**config.mk**
```make
export PLATFORM = sky130hd
export DESIGN_NAME = uart_result_tx
export DESIGN_NICKNAME = d
export VERILOG_FILES = /design/src/rtl/uart_result_tx.sv
export SDC_FILE = /design/constraint.sdc
export NUM_CORES = 1
export LEC_CHECK = 0
export BUFFER_PORTS_ARGS = -buffer_cell sky130_fd_sc_hd__buf_4
export CAP_MARGIN = 0
export CORE_MARGIN = 2
export CORE_UTILIZATION = 25
export CTS_CLUSTER_SIZE = 20
export DETAILED_ROUTE_END_ITERATION = 10
export GPL_TIMING_DRIVEN = 0
export HOLD_SLACK_MARGIN = 0.12
export SKIP_CTS_REPAIR_TIMING = 1
export SKIP_LAST_GASP = 1
export SLEW_MARGIN = 5
export SYNTH_ARGS = -nofsm -noshare
export SYNTH_HDL_FRONTEND = slang
export SYNTH_SLANG_ARGS = --single-unit
```
**constraint.sdc**
```tcl
create_clock -name clk -period 4.07 [get_ports clk]
set_clock_uncertainty 0.05 [all_clocks]
set_input_delay 0.814 -clock clk [delete_from_list [all_inputs] [get_ports clk]]
set_output_delay 0.814 -clock clk [all_outputs]
set_load 0.05 [all_outputs]
```
**src/rtl/uart_result_tx.sv**
```systemverilog
// uart_result_tx
//   Buffers result words in a small FIFO and sends each one over a UART line.
//   Each word goes out least-significant byte first, one frame per byte.
//   The frames of one word follow each other with no idle gap.
//   Any pad bits above DATA_W are sent as 0.
//
// Optional build macro:
//   UART_PARITY_EN - adds an even-parity bit after the data bits (8E1 framing).
//                    Without it the framing is plain 8N1.
//
// Ports:
//   clk         system clock, rising edge
//   rst         synchronous active-high reset
//   enb         transmit enable; a new word is only started while high
//   in_valid    producer presents a word on in_data
//   in_data     result word [DATA_W-1:0]
//   in_ready    FIFO has room this cycle
//   tx_data     UART serial output, idle high
//   busy        a word is being transmitted
//   fifo_count  number of buffered words [COUNT_W-1:0]
//   overflow    sticky flag: a word was offered while the FIFO was full
module uart_result_tx #(
    parameter int DATA_W       = 32,
    parameter int FIFO_DEPTH   = 8,
    parameter int CLKS_PER_BIT = 868,
    parameter int COUNT_W      = $clog2(FIFO_DEPTH) + 1
) (
    input  logic               clk,
    input  logic               rst,
    input  logic               enb,
    input  logic               in_valid,
    input  logic [DATA_W-1:0]  in_data,
    output logic               in_ready,
    output logic               tx_data,
    output logic               busy,
    output logic [COUNT_W-1:0] fifo_count,
    output logic               overflow
);

    localparam int BYTES  = (DATA_W + 7) / 8;
    localparam int SH_W   = BYTES * 8;
    localparam int PTR_W  = $clog2(FIFO_DEPTH);
    localparam int BAUD_W = $clog2(CLKS_PER_BIT);
    localparam int BYTE_W = (BYTES > 1) ? $clog2(BYTES) : 1;

    localparam logic [BAUD_W-1:0]  BAUD_LAST = BAUD_W'(CLKS_PER_BIT - 1);
    localparam logic [BYTE_W-1:0]  BYTE_LAST = BYTE_W'(BYTES - 1);
    localparam logic [COUNT_W-1:0] DEPTH_C   = COUNT_W'(FIFO_DEPTH);

`ifdef UART_PARITY_EN
    typedef enum logic [2:0] {S_IDLE, S_START, S_DATA, S_PARITY, S_STOP} state_t;
`else
    typedef enum logic [1:0] {S_IDLE, S_START, S_DATA, S_STOP} state_t;
`endif

    state_t             state_q, state_d;
    logic [BAUD_W-1:0]  baud_q, baud_d;
    logic [2:0]         bit_idx_q, bit_idx_d;
    logic [BYTE_W-1:0]  byte_idx_q, byte_idx_d;
    logic [SH_W-1:0]    shift_q, shift_d;
    logic               tx_q, tx_d;
`ifdef UART_PARITY_EN
    logic               par_q, par_d;
`endif

    logic [DATA_W-1:0]  mem_q [FIFO_DEPTH];
    logic [PTR_W-1:0]   wr_ptr_q, wr_ptr_d;
    logic [PTR_W-1:0]   rd_ptr_q, rd_ptr_d;
    logic [COUNT_W-1:0] count_q, count_d;
    logic               overflow_q, overflow_d;

    logic push;
    logic pop;

    // in_ready depends only on registered occupancy, so a pop in the same
    // cycle never re-opens a full FIFO and there is no path from in_valid.
    assign in_ready   = (count_q < DEPTH_C);
    assign push       = in_valid && in_ready;
    assign tx_data    = tx_q;
    assign busy       = (state_q != S_IDLE);
    assign fifo_count = count_q;
    assign overflow   = overflow_q;

    always_comb begin
        wr_ptr_d   = push ? wr_ptr_q + PTR_W'(1) : wr_ptr_q;
        rd_ptr_d   = pop  ? rd_ptr_q + PTR_W'(1) : rd_ptr_q;
        overflow_d = overflow_q | (in_valid && (count_q == DEPTH_C));
        case ({push, pop})
            2'b10:   count_d = count_q + COUNT_W'(1);
            2'b01:   count_d = count_q - COUNT_W'(1);
            default: count_d = count_q;
        endcase
    end

    // tx_d is the line level for the state being entered, so tx_data changes
    // on the same edge as the state (registered, glitch-free output).
    always_comb begin
        state_d    = state_q;
        baud_d     = baud_q + BAUD_W'(1);
        bit_idx_d  = bit_idx_q;
        byte_idx_d = byte_idx_q;
        shift_d    = shift_q;
        tx_d       = tx_q;
        pop        = 1'b0;
`ifdef UART_PARITY_EN
        par_d      = par_q;
`endif
        case (state_q)
            S_IDLE: begin
                baud_d = '0;
                tx_d   = 1'b1;
                if (enb && (count_q != '0)) begin
                    pop        = 1'b1;
                    shift_d    = SH_W'(mem_q[rd_ptr_q]);
                    byte_idx_d = '0;
                    state_d    = S_START;
                    tx_d       = 1'b0;
`ifdef UART_PARITY_EN
                    par_d      = 1'b0;
`endif
                end
            end
            S_START: begin
                if (baud_q == BAUD_LAST) begin
                    baud_d    = '0;
                    bit_idx_d = '0;
                    state_d   = S_DATA;
                    tx_d      = shift_q[0];
                end
            end
            S_DATA: begin
                if (baud_q == BAUD_LAST) begin
                    // Shifting right leaves the next byte in the low bits
                    // once all eight bits of the current one are out.
                    baud_d  = '0;
                    shift_d = shift_q >> 1;
`ifdef UART_PARITY_EN
                    par_d   = par_q ^ shift_q[0];
`endif
                    if (bit_idx_q == 3'd7) begin
`ifdef UART_PARITY_EN
                        state_d = S_PARITY;
                        tx_d    = par_q ^ shift_q[0];
`else
                        state_d = S_STOP;
                        tx_d    = 1'b1;
`endif
                    end else begin
                        bit_idx_d = bit_idx_q + 3'd1;
                        tx_d      = shift_q[1];
                    end
                end
            end
`ifdef UART_PARITY_EN
            S_PARITY: begin
                if (baud_q == BAUD_LAST) begin
                    baud_d  = '0;
                    state_d = S_STOP;
                    tx_d    = 1'b1;
                end
            end
`endif
            S_STOP: begin
                if (baud_q == BAUD_LAST) begin
                    baud_d = '0;
                    if (byte_idx_q != BYTE_LAST) begin
                        byte_idx_d = byte_idx_q + BYTE_W'(1);
                        state_d    = S_START;
                        tx_d       = 1'b0;
`ifdef UART_PARITY_EN
                        par_d      = 1'b0;
`endif
                    end else begin
                        state_d = S_IDLE;
                        tx_d    = 1'b1;
                    end
                end
            end
            default: begin
                state_d = S_IDLE;
                tx_d    = 1'b1;
            end
        endcase
    end

    always_ff @(posedge clk) begin
        if (rst) begin
            state_q    <= S_IDLE;
            baud_q     <= '0;
            bit_idx_q  <= '0;
            byte_idx_q <= '0;
            tx_q       <= 1'b1;
            wr_ptr_q   <= '0;
            rd_ptr_q   <= '0;
            count_q    <= '0;
            overflow_q <= 1'b0;
`ifdef UART_PARITY_EN
            par_q      <= 1'b0;
`endif
        end else begin
            state_q    <= state_d;
            baud_q     <= baud_d;
            bit_idx_q  <= bit_idx_d;
            byte_idx_q <= byte_idx_d;
            tx_q       <= tx_d;
            wr_ptr_q   <= wr_ptr_d;
            rd_ptr_q   <= rd_ptr_d;
            count_q    <= count_d;
            overflow_q <= overflow_d;
`ifdef UART_PARITY_EN
            par_q      <= par_d;
`endif
        end
    end

    // Datapath storage carries no reset; it is only consumed under control
    // of the reset pointers and FSM.
    always_ff @(posedge clk) begin
        shift_q <= shift_d;
        if (push) begin
            mem_q[wr_ptr_q] <= in_data;
        end
    end

endmodule
```
==> impl_metrics.env <==
export IMPL_use_met1_pct=13.5
export IMPL_worst_slew_pin_slew_ns=0.925
export IMPL_cp_end_kind="register"
export IMPL_vias=6243
export IMPL_insertedDiodeCount=0
export IMPL_gp_congestion=0.722
export IMPL_drv_slew=0
export IMPL_start_util_pct=25.4
export IMPL_port_buffers=43
export IMPL_place_inst=1390
export IMPL_power_leakage_uw=0.00465
export IMPL_yosysMostFrequentCell="edfxtp_1"
export IMPL_layout_drive_gt1_share_pct=24.3
export IMPL_slew_headroom_pct=38.3
export IMPL_ys_top_cells_by_area="edfxtp_1 (69%), mux4_2 (12%), dfxtp_1 (5.1%), mux2i_1 (2.9%), ha_1 (1.4%)"
export IMPL_grt_busiest_layer="met2"
export IMPL_totalWireLength_um=25700
export IMPL_grt_use_met2_pct=16.5
export IMPL_synth_cells=668
export IMPL_synth_nets=718
export IMPL_via_per_inst=4.30
export IMPL_ir_worst_vdd_mv=0.363
export IMPL_syn_area_per_cell_um2=18.7
export IMPL_required_ns=4.26
export IMPL_cts_buffers=34
export IMPL_hold_path_class="register to register"
export IMPL_cts_clk_slew_worst_paths_ns=0.06
export IMPL_fmax_ghz=0.361
export IMPL_clkLatencyLatePin_ns=0.53
export IMPL_n_fill_cell=4777
export IMPL_synth_seq_cells=320
export IMPL_clock_path_buffers=3
export IMPL_grt_start_max_net_pins=24
export IMPL_worstSetupPathType="input pin to register"
export IMPL_drt_iter0_drc=589
export IMPL_outcome="finished clean"
export IMPL_pwr_share_comb_pct=22.8
export IMPL_cap_viol_max_count=0
export IMPL_critPathArrivalTime_ns=2.96
export IMPL_area_growth_pct=19.8
export IMPL_cellPowerDensity_nw_per_um2=616
export IMPL_clockRootBuffer="clkbuf_16"
export IMPL_cts_tree="done"
export IMPL_clkPwrFrac_pct=31.5
export IMPL_p_switching_uw=2580
export IMPL_place_ws_ns=0.733
export IMPL_routedWlPerCell_um=17.7
export IMPL_yosysSeqAreaShare_pct=74.3
export IMPL_swShare_pct=28.0
export IMPL_final_area_um2=15000
export IMPL_hold_violations=0
export IMPL_synth_top_area_share_pct=69.2
export IMPL_yosys_warnings=0
export IMPL_firstDrtPassIters=9
export IMPL_synthArstFlopShare_pct=0
export IMPL_cts_sinks=320
export IMPL_multiInputGateArea_um2=3090
export IMPL_h_tree_depth=2
export IMPL_cellInternalPower_uw=6640
export IMPL_core_area_um2=49200
export IMPL_fin_crit_ns=2.77
export IMPL_synth_edff_count=288
export IMPL_rows=81
export IMPL_synth_top_cells_by_count="edfxtp_1 (288), mux4_2 (64), nand2_1 (45)"
export IMPL_final_setup_tns_ns=0
export IMPL_register_area_um2=9290
export IMPL_rsz0062_at_grt="false"
export IMPL_dpl_cell_area_um2=13900
export IMPL_instances_no_fill=1451
export IMPL_gr_total_overflow=0
export IMPL_worst_path_max_fanout=8
export IMPL_dieArea_um2=51800
export IMPL_hpwlAfterDp_um=16000
export IMPL_drc=0
export IMPL_seqPwrFrac_pct=45.7
export IMPL_grt_pass1_wl_um=39100
export IMPL_postRouteAntennaNets=0
export IMPL_final_nets=812
export IMPL_synth_cell_types=44
export IMPL_start_kind="input pin"
export IMPL_setup_viol=0
export IMPL_syn_area_um2=12500
export IMPL_grt_pass1_vias=6482
export IMPL_die_y_um=228
export IMPL_synth_largest_area_cell="edfxtp_1"
export IMPL_synth_main_ff_cell="edfxtp_1"
export IMPL_finalCritPeriodShare_pct=68.1
export IMPL_worst_slack_ns=1.30
export IMPL_pin_count=44
export IMPL_fp_dieW_um=228
export IMPL_antenna_found_initial=1
export IMPL_met3_usage_pct=2.48
export IMPL_grt_usage_pct=10.1
sequential cells by signal, summed over array words and instances (netlist names), named ones only:
signal	cells
overflow	1
rd_ptr_q	3
bit_idx_q	3
state_q	2
fifo_count	4
wr_ptr_q	3
baud_q	10
shift_q	32
mem_q	256
byte_idx_q	2
tx_data	1
through the flow:
step / power (uW) / hold WS [ns] / util [%]
2_1_floorplan: 5730 / 0.380 / -
3_3_place_gp: 6290 / 0.392 / 27.8
3_5_place_dp: 6420 / 0.400 / 28.3
4_1_cts: 9350 / 0.408 / 30.4
5_1_grt: 9660 / 0.445 / 30.4
6_report: 9220 / 0.409 / 30.4
final timing paths:
check                 from  cells after the start  slack [ns]            to
max reg2reg  fifo_count[3]                      7        1.32  mem_q[0][22]
min reg2reg   bit_idx_q[1]                      2        0.41  bit_idx_q[1]
max               in_valid                      8        1.30  mem_q[0][22]
min           bit_idx_q[1]                      2        0.41  bit_idx_q[1]
worst max-delay path, stage by stage:
cell and delay, ns:
buf_4 0.08, nor2b_1 0.12, clkbuf_1 0.31, nand2b_1 0.29, nor3_2 0.73, buf_6 0.24
buf_4 0.18, buf_6 0.17
kinds of logic after synthesis:
group,share of synthesized area [%]
DFF,74.3
AOI/OAI and AO/OA,2.89
muxes,14.5
adders and majority gates,1.40
xor gates and xnor gates,1.05
and+or+nand+nor,4.38
buffers and inverters,1.42
cell usage in the layout (no fill, tap or decap), drive strengths merged, types with 2 or more instances in the layout:
cell	instances
inv	10
nand3	5
xor2	8
nor2	34
nor2b	4
and3	2
edfxtp	288
or3	2
ha	14
clkinv	15
nand2	45
mux2i	36
mux4	64
a21oi	9
nand2b	7
clkbuf	59
a211oi	2
xnor2	7
nor3	8
o21ai	35
buf	73
a22oi	2
a21o	3
dfxtp	32
nand4	5
a31oi	3
per-layer routing:
layer  vias up  share of wire (%)
met1      3234                 46
met5         -              0.039
met4         2                1.7
met2       124                 47
met3        40                5.2
li1       2843                  -
power by group through the flow:
stage          Combinational (uW)  Sequential, uW  Clock [uW]
6_report                     2100            4220        2900
5_1_grt                      2300            4250        3110
4_1_cts                      2150            4220        2980
3_5_place_dp                 2140            4290           0
3_3_place_gp                 1970            4310           0
2_1_floorplan                1400            4320           0
area by class of cell:
cell class / count / share of cell area, %
clock buffers: 43 / 6.05
inverters: 8 / 0.201
multi-input cells: 309 / 20.7
well taps: 664 / 5.55
repair buffers: 58 / 3.65
plain buffers: 31 / 0.987
flip-flops and latches: 320 / 62.1
clock inverters: 18 / 0.844
Note: power is estimated with default switching activity, not from simulation.
